<file path="src/rtl/int_ctrl_pkg.sv">
// Shared definitions for the priority interrupt controller: register map,
// FSM encoding, CTRL bit positions and the vector address helper.
package int_ctrl_pkg;

  localparam logic [1:0] IC_IE   = 2'd0;
  localparam logic [1:0] IC_IF   = 2'd1;
  localparam logic [1:0] IC_CTRL = 2'd2;
  localparam logic [1:0] IC_EOI  = 2'd3;

  typedef enum logic [1:0] {
    IC_IDLE    = 2'd0,
    IC_REQ     = 2'd1,
    IC_SERVICE = 2'd2
  } ic_state_e;

  localparam int CTRL_GIE_BIT   = 0;
  localparam int CTRL_INSRV_BIT = 1;

  // Vector address wraps modulo 2^16 by construction of the 16-bit result.
  function automatic logic [15:0] ic_vect(input logic [15:0] base,
                                          input logic [2:0]  idx,
                                          input logic [15:0] stride);
    return base + (16'(idx) * stride);
  endfunction

endpackage

</file>
<file path="src/rtl/int_prio_enc.sv">
// Combinational lowest-set-bit encoder: bit 0 has the highest priority.
module int_prio_enc #(
  parameter int N_SRC = 8
) (
  input  logic [N_SRC-1:0] req,
  output logic [2:0]       idx,
  output logic             valid
);

  // Scan from the top down so the lowest set bit is the last one written.
  always_comb begin
    idx   = '0;
    valid = 1'b0;
    for (int i = N_SRC - 1; i >= 0; i--) begin
      if (req[i]) begin
        idx   = 3'(i);
        valid = 1'b1;
      end
    end
  end

endmodule

</file>
<file path="src/rtl/int_ctrl.sv">
// Priority interrupt controller: edge-latched sources, IE/GIE masking, one
// request at a time to the CPU, held off until software writes EOI.
module int_ctrl
  import int_ctrl_pkg::*;
#(
  parameter int          N_SRC       = 8,
  parameter logic [15:0] VECT_BASE   = 16'h0008,
  parameter int          VECT_STRIDE = 4
) (
  input  logic             clk,
  input  logic             rst,
  input  logic [N_SRC-1:0] src,
  input  logic             sel,
  input  logic [1:0]       address,
  input  logic [7:0]       din,
  input  logic             w_en,
  input  logic             r_en,
  output logic [7:0]       dout,
  output logic             interrupt,
  output logic [15:0]      intVect,
  input  logic             intAck
);

  localparam logic [N_SRC-1:0] ONE_HOT0 = N_SRC'(1);

  ic_state_e        state_q, state_d;
  logic [N_SRC-1:0] src_q;
  logic [N_SRC-1:0] ie_q, ie_d;
  logic [N_SRC-1:0] if_q, if_d;
  logic             gie_q, gie_d;
  logic [2:0]       active_idx_q, active_idx_d;
  logic [15:0]      vect_q, vect_d;
  logic [7:0]       dout_q, dout_d;

  logic [N_SRC-1:0] rise;
  logic             wr_hit, rd_hit, ack_hit;
  logic [2:0]       enc_idx;
  logic             enc_valid;
  logic [7:0]       rd_data;

  int_prio_enc #(.N_SRC(N_SRC)) u_prio_enc (
    .req   (if_q & ie_q),
    .idx   (enc_idx),
    .valid (enc_valid)
  );

  always_comb begin
    rise    = src & ~src_q;
    wr_hit  = sel & w_en;
    rd_hit  = sel & r_en;
    ack_hit = (state_q == IC_REQ) & intAck;

    ie_d  = ie_q;
    gie_d = gie_q;
    if (wr_hit && address == IC_IE)   ie_d  = din[N_SRC-1:0];
    if (wr_hit && address == IC_CTRL) gie_d = din[CTRL_GIE_BIT];

    // Clears first, then OR in new events so a same-cycle set wins.
    if_d = if_q;
    if (wr_hit && address == IC_IF) if_d = if_d & ~din[N_SRC-1:0];
    if (ack_hit)                    if_d = if_d & ~(ONE_HOT0 << active_idx_q);
    if_d = if_d | rise;

    rd_data = 8'h00;
    case (address)
      IC_IE:   rd_data = 8'(ie_q);
      IC_IF:   rd_data = 8'(if_q);
      IC_CTRL: begin
        rd_data[CTRL_GIE_BIT]   = gie_q;
        rd_data[CTRL_INSRV_BIT] = (state_q == IC_SERVICE);
      end
      default: rd_data = {5'b0, active_idx_q};
    endcase
    dout_d = rd_hit ? rd_data : dout_q;
  end

  always_comb begin
    state_d      = state_q;
    active_idx_d = active_idx_q;
    vect_d       = vect_q;
    case (state_q)
      IC_IDLE: begin
        if (gie_q && enc_valid) begin
          active_idx_d = enc_idx;
          vect_d       = ic_vect(VECT_BASE, enc_idx, 16'(VECT_STRIDE));
          state_d      = IC_REQ;
        end
      end
      IC_REQ: begin
        if (intAck) state_d = IC_SERVICE;
      end
      IC_SERVICE: begin
        if (wr_hit && address == IC_EOI) state_d = IC_IDLE;
      end
      default: state_d = IC_IDLE;
    endcase
  end

  always_ff @(posedge clk) begin
    if (rst) begin
      state_q      <= IC_IDLE;
      src_q        <= src;
      ie_q         <= '0;
      if_q         <= '0;
      gie_q        <= 1'b0;
      active_idx_q <= '0;
      vect_q       <= VECT_BASE;
      dout_q       <= '0;
    end else begin
      state_q      <= state_d;
      src_q        <= src;
      ie_q         <= ie_d;
      if_q         <= if_d;
      gie_q        <= gie_d;
      active_idx_q <= active_idx_d;
      vect_q       <= vect_d;
      dout_q       <= dout_d;
    end
  end

  assign interrupt = (state_q == IC_REQ);
  assign intVect   = vect_q;
  assign dout      = dout_q;

endmodule
</file>
<file path="config.mk">
export PLATFORM = sky130hd
export DESIGN_NAME = int_ctrl
export DESIGN_NICKNAME = d
export VERILOG_FILES = /design/src/rtl/int_ctrl_pkg.sv /design/src/rtl/int_prio_enc.sv /design/src/rtl/int_ctrl.sv
export SDC_FILE = /design/constraint.sdc
export NUM_CORES = 1
export LEC_CHECK = 0
export CAP_MARGIN = 20
export CORE_ASPECT_RATIO = 1.2
export CORE_MARGIN = 2
export CORE_UTILIZATION = 43
export DETAILED_ROUTE_END_ITERATION = 10
export GPL_TIMING_DRIVEN = 0
export PLACE_DENSITY = 0.71
export SETUP_SLACK_MARGIN = 0.2
export SLEW_MARGIN = 20
export SYNTH_ARGS = -nofsm -noshare
export SYNTH_HDL_FRONTEND = slang
export SYNTH_SLANG_ARGS = --single-unit
</file>
<file path="constraint.sdc">
create_clock -name clk -period 1.4 [get_ports clk]
set_input_delay 0.14 -clock clk [delete_from_list [all_inputs] [get_ports clk]]
set_output_delay 0.14 -clock clk [all_outputs]
set_load 0.1 [all_outputs]
</file>
==> run metrics, run 1 <==
WP buf/inv 1; DRC Markers 0; min-delay src w_en; Peak VDD IR 0.5886 mV; Die X about 64 µm; worst r2r src ie_q[7]; HPWL after detailed placement 3108 µm; Worst path slowest cell dfxtp_2; initial antenna violation count 0; Site Rows 26; Netlist cell types 41; Synth Instances 199; # clock sinks 41; I/O pin cnt 49; kind of end point of the critical path register; worst endpoint required time 1.59 ns; asr flop ratio synth 0; vias in the first global route roughly 1500; slowest stage delay, CP 0.35 ns; CTS H-tree lvls 2; Slew headroom 0.6354; Final Max Slew Viols 0; period utilization 1.035; die height 76.57 µm; Worst setup SP type register; #FFs+latches synth 41; # hold bufs at CTS 0; 1st-iter DRT viols just under 70; Worst-Margin Slew 0.5469 ns; Clk Latency, worst-skew pair 0.30 ns; port bufs 34; outcome finished, violations left; commonest cells after routing, fill and taps aside buf_4 (25), dfxtp_1 (21), dfxtp_2 (20); failing checks setup timing; Root Driver clkbuf_8; Layout fillers approximately 370; Most used DFF post-synth dfxtp_1; dpl ws -0.4530 ns; minimum clock period 1.449 ns; Worst Skew between 0.007 and 0.008 ns; post-layout util 0.6299; Setup violations, final 3; worst-path cell chain a22oi_2, buf_4, nand4_4, and2_4, o31a_1; warnings from Yosys 0; Max Clk Rate 690.0 MHz; Setup CP Type reg -> reg; vias 1655; top-area cell type share of the netlist area 0.4350; Critical Path Fanout Max 7; RSZ-0062 raised after global routing yes; worst setup path start ie_q[7]; Core ar. 4229 µm²; nets 290; Post-synth EDFFs 0; Tot GR Track Use 0.1864; Hold WS roughly 0.28 ns; cell taking the most area after synthesis dfxtp_1; first-pass GRT wire length 7031 µm; synthesized cell area 1887 µm²; most common library cell in the layout ignoring fill and taps buf_4; top cells by area, synth dfxtp_1 (44%), mux2i_1 (5.3%), buf_4 (5.2%), a21oi_1 (4.5%), nand2_1 (3.8%); drt pass-1 iters 4; Post-Route WL approximately 4500 µm; number of buffers created by CTS 5; PwrDens roughly 920 nW/µm²; placer congestion estimate 0.8074; Hold Path Class in -> reg; CP arrival 1.64 ns; dpl cells 300; Clock Path Buffers 2; Remaining Overflow, GRT 0; Non-Filler Instances 322; largest net degree at the start of global routing 14; n_diodes 0; CP top delay family compound AO/OA/AOI/OAI gates; Max Cap Viol 0; Vias per Instance 5.140; P_leak between 1 and 1.5 nW; Fin. Hold Viols 0; Initial Util 0.4462; share of cells above drive strength 1 0.3684; total negative slack -0.09144 ns; die area slightly below 5000 µm²; Reg clk slew, reported paths 0.08 ns; Final ANT Viol Nets 0; post-route setup slack -0.04922 ns; CTS tree yes; area added between synthesis and finish 41.18%; Seq/Total Area, Yosys 0.4350; WL per Instance 14.07 µm; Avg Inst Size Synth 9.481 µm²
## flip-flops by register name, indices dropped and copies added (netlist names)
| signal | cells |
|---|---|
| intVect | 3 |
| if_q | 8 |
| dout | 8 |
| state_q | 2 |
| src_q | 8 |
| gie_q | 1 |
| ie_q | 8 |
| active_idx_q | 3 |
## routing by layer
layer	global-route usage	part of all wire
met5	0	0
met4	0.07660	0.021
met3	0.04136	0.045
met2	0.3104	0.50
met1	0.2303	0.44
## metrics by stage
step	power (mW)	cell area, µm²
finish	2.458	2664
global route	2.549	2664
CTS	2.451	2569
detailed placement	1.674	2369
global placement	1.670	2369
floorplan	1.559	1958
## report_power, final
| part | leakage (nW) | internal, mW | switching [mW] |
|---|---|---|---|
| combinational | 0.650 | 0.157 | 0.284 |
| clock | 0.0374 | 0.351 | 0.429 |
| sequential | 0.345 | 1.20 | 0.0316 |
## synthesized netlist by cell type (4+ instances only)
cell type and count:
nand2_1 19, o211ai_1 6, a22oi_2 4, clkbuf_1 4, nand2b_1 11, nand3_1 7, buf_4 13, a22oi_1 6
buf_2 4, nor2_1 16, mux2i_1 10, dfxtp_1 41, mux2_2 5, a21oi_1 17
## cell type report
cell class / count / area [µm²] / area share
multi-input cells: 146 / 1070 / 0.4016
plain buffers: 21 / 141.4 / 0.05308
flip-flops and latches: 41 / 845.8 / 0.3175
clock buffers: 6 / 72.57 / 0.02724
well taps: 56 / 70.07 / 0.02630
repair buffers: 48 / 441.7 / 0.1658
clock inverters: 2 / 15.01 / 0.005636
inverters: 2 / 7.507 / 0.002818
## path summary, 6_finish.rpt
path                 to  slack (ns)  cells after the start
max          intVect[3]       -0.05                      5
min reg2reg     dout[0]        0.46                      2
max reg2reg  intVect[3]       -0.05                      5
min               gie_q        0.28                      4
## cell families after synthesis
logic type	share of synthesized area
buffers and inverters	0.07427
adder cells (fa/ha/maj)	0.006630
other	0.001987
multiplexers	0.1068
flip-flops	0.4350
AND/OR/NAND/NOR	0.1890
AO/OA/AOI/OAI	0.1863
## worst min-delay path: stages
cell and delay (ns):
dlymetal6s2s_1 0.15, nand4b_1 0.11, mux2i_1 0.07, nor2_1 0.07
## timing repair
item | in CTS | in global routing
setup buffers | 11 | 3
resized for setup | 95 | 19
pin swaps | 8 | 8
setup endpoints to repair | 46 | 33
No activity file was read; power rests on OpenSTA's default activity.
==> run 2: changes to the inputs <==
- clock period: 1.4 -> 1.3 ns (I/O delays scaled with it)
==> run 2 against run 1 <==
  * The flow still finishes with violations (setup timing)
  * Clock skew down 0.0026 ns
  * Combinational power up 8.2%
  * Hold slack worse by 0.10 ns
  * Count of clock-buffer cells in the layout down 1
  * Flip-flop and latch count unchanged
  * Via count down 0.42%
  * Global-route usage down 0.20 points
  * Register-to-register slack worse by 0.07 ns
  * Die area unchanged
  * Maximum frequency up 2.1%
  * First-iteration DRC count down 25%
  * Cell count down 0.93%
  * Critical path type unchanged
==> run metrics, run 2 (synthesis results as in run 1) <==
outcome finished, violations left; failing checks setup timing; number of buffers created by CTS 5 (unchanged); Die X 64.47 µm (unchanged); CTS H-tree lvls 2 (unchanged); # clock sinks 41 (unchanged); Core ar. 4229 µm² (unchanged); share of cells above drive strength 1 0.4144 (+0.04603); Clock Path Buffers 2 (unchanged); Initial Util 0.4462 (unchanged); Reg clk slew, reported paths 0.08 ns (about the same); Clk Latency, worst-skew pair 0.30 ns (about the same); Critical Path Fanout Max 8 (+1); initial antenna violation count 0 (unchanged); area added between synthesis and finish 44.76%; largest net degree at the start of global routing 14 (unchanged); Hold Path Class in -> reg; dpl ws -0.5421 ns (-0.08912 ns); multi-input logic area 1094 µm² (+2.2%); kind of end point of the critical path register; PwrDens 1108 nW/µm² (+20%); Final Max Slew Viols 0 (unchanged); drt pass-1 iters 4 (unchanged); commonest cells after routing, fill and taps aside buf_4 (32), dfxtp_2 (24), nand2_1 (18); WL per Instance 13.91 µm (-1.1%); Layout fillers 353 (-5.4%); worst r2r src ie_q[7]; Post-Route WL 4437 µm (-2.1%); die height 76.57 µm (unchanged); Fin. Hold Viols 0 (unchanged); Site Rows 26 (unchanged); reg2reg path depth 5 (unchanged); Peak VDD IR 0.8215 mV (+40%); flop2flop setup slack -0.12 ns (-0.07 ns); Tot GR Track Use 0.1844 (-0.002003); sequential cell area 854.6 µm² (+1.0%); most common library cell in the layout ignoring fill and taps buf_4; Root Driver clkbuf_8; minimum clock period 1.419 ns (-0.02976 ns); Worst setup SP type register; period utilization 1.092 (+0.05673); # hold bufs at CTS 0 (unchanged); min-delay src sel; CTS tree yes; Max Clk Rate 704.5 MHz (+2.1%); DRC Markers 0 (unchanged); post-route setup slack -0.1195 ns (-0.07024 ns); Vias per Instance 5.166 (+0.51%); Slew headroom 0.6130 (-0.02243); P_leak 1.067 nW (+3.3%); CP arrival 1.61 ns (-0.03 ns); Hold WS 0.1761 ns (-0.1023 ns); HPWL after detailed placement 3008 µm (-3.2%); vias in the first global route 1481 (-1.8%); Setup violations, final 5 (+2); RSZ-0062 raised after global routing yes; Remaining Overflow, GRT 0 (unchanged); Worst Skew 0.004967 ns (-0.002641 ns); worst endpoint required time 1.49 ns (-0.10 ns); Worst-Margin Slew 0.5805 ns (+0.03365 ns); Setup CP Type reg -> reg; first-pass GRT wire length 6975 µm (-0.80%); vias 1648 (-0.42%); I/O pin cnt 49 (unchanged); nets 287 (-1.0%); n_diodes 0 (unchanged); 1st-iter DRT viols 52 (-25%); die area 4936 µm² (unchanged); placer congestion estimate 0.8242 (+2.1%); Final ANT Viol Nets 0 (unchanged); port bufs 34 (unchanged); r2r endpoint intVect[3]; Max Cap Viol 0 (unchanged); Worst Hold Depth 3 (-1); Worst Hold Path EP dout[0]
run 2: worst max-delay path by stage:
stage / start / endpoint / slack (ns) / depth (start not counted)
after floorplan: state_q[1] / if_q[1] / -0.06 / 4
after global placement: state_q[1] / interrupt / -0.54 / 2
after detailed placement: state_q[1] / interrupt / -0.54 / 2
after CTS: if_q[7] / intVect[3] / -0.09 / 5
after global routing: ie_q[7] / intVect[3] / -0.17 / 5
final: ie_q[7] / intVect[3] / -0.12 / 5
run 2: timing repair:
action	4_1_cts	5_1_grt
gates resized for setup	108	25
endpoints found under the setup margin	46	33
pin swaps	10	5
gates cloned	0	0
endpoints found under the hold margin	0	0
setup buffers	8	3
run 2: final cells by class:
class                   count  share of cell area
well taps                  56             0.02565
clock inverters             3             0.02382
repair buffers             45              0.1548
multi-input cells         146              0.4004
plain buffers              21             0.05451
flip-flops and latches     41              0.3129
clock buffers               5             0.02519
inverters                   2            0.002749
run 2: layer usage:
metal / up-vias / GRT usage / wire length, µm
met5: - / 0 / 0
met4: 0 / 0.07872 / 104
met3: 10 / 0.05022 / 220
met2: 43 / 0.2990 / 2078
met1: 777 / 0.2278 / 2033
li1: 818 / - / -
run 2: where the power goes:
part	leakage [nW]	switching, mW	internal, mW	total, mW
Clock	0.0681	0.456	0.763	1.22
Combinational	0.651	0.309	0.167	0.477
Sequential	0.348	0.0350	1.30	1.33
run 2: per-stage QoR:
stage	area, µm²	cells	TNS [ns]	power [mW]	util
4_1_cts	2634	316	-0.3134	3.023	0.6228
2_1_floorplan	1958	210	-0.1439	1.679	-
5_1_grt	2731	319	-0.7255	3.126	0.6459
3_3_place_gp	2369	300	-13.27	1.798	0.5601
6_report	2731	319	-0.4024	3.027	0.6459
3_5_place_dp	2369	300	-13.42	1.801	0.5601
run 2: worst max-delay path, stage by stage, from the launching register on:
cell,delay (ns)
dfxtp_2,0.34
a22oi_2,0.25
buf_4,0.18
nand4_4,0.12
and2_4,0.18
o31a_1,0.23
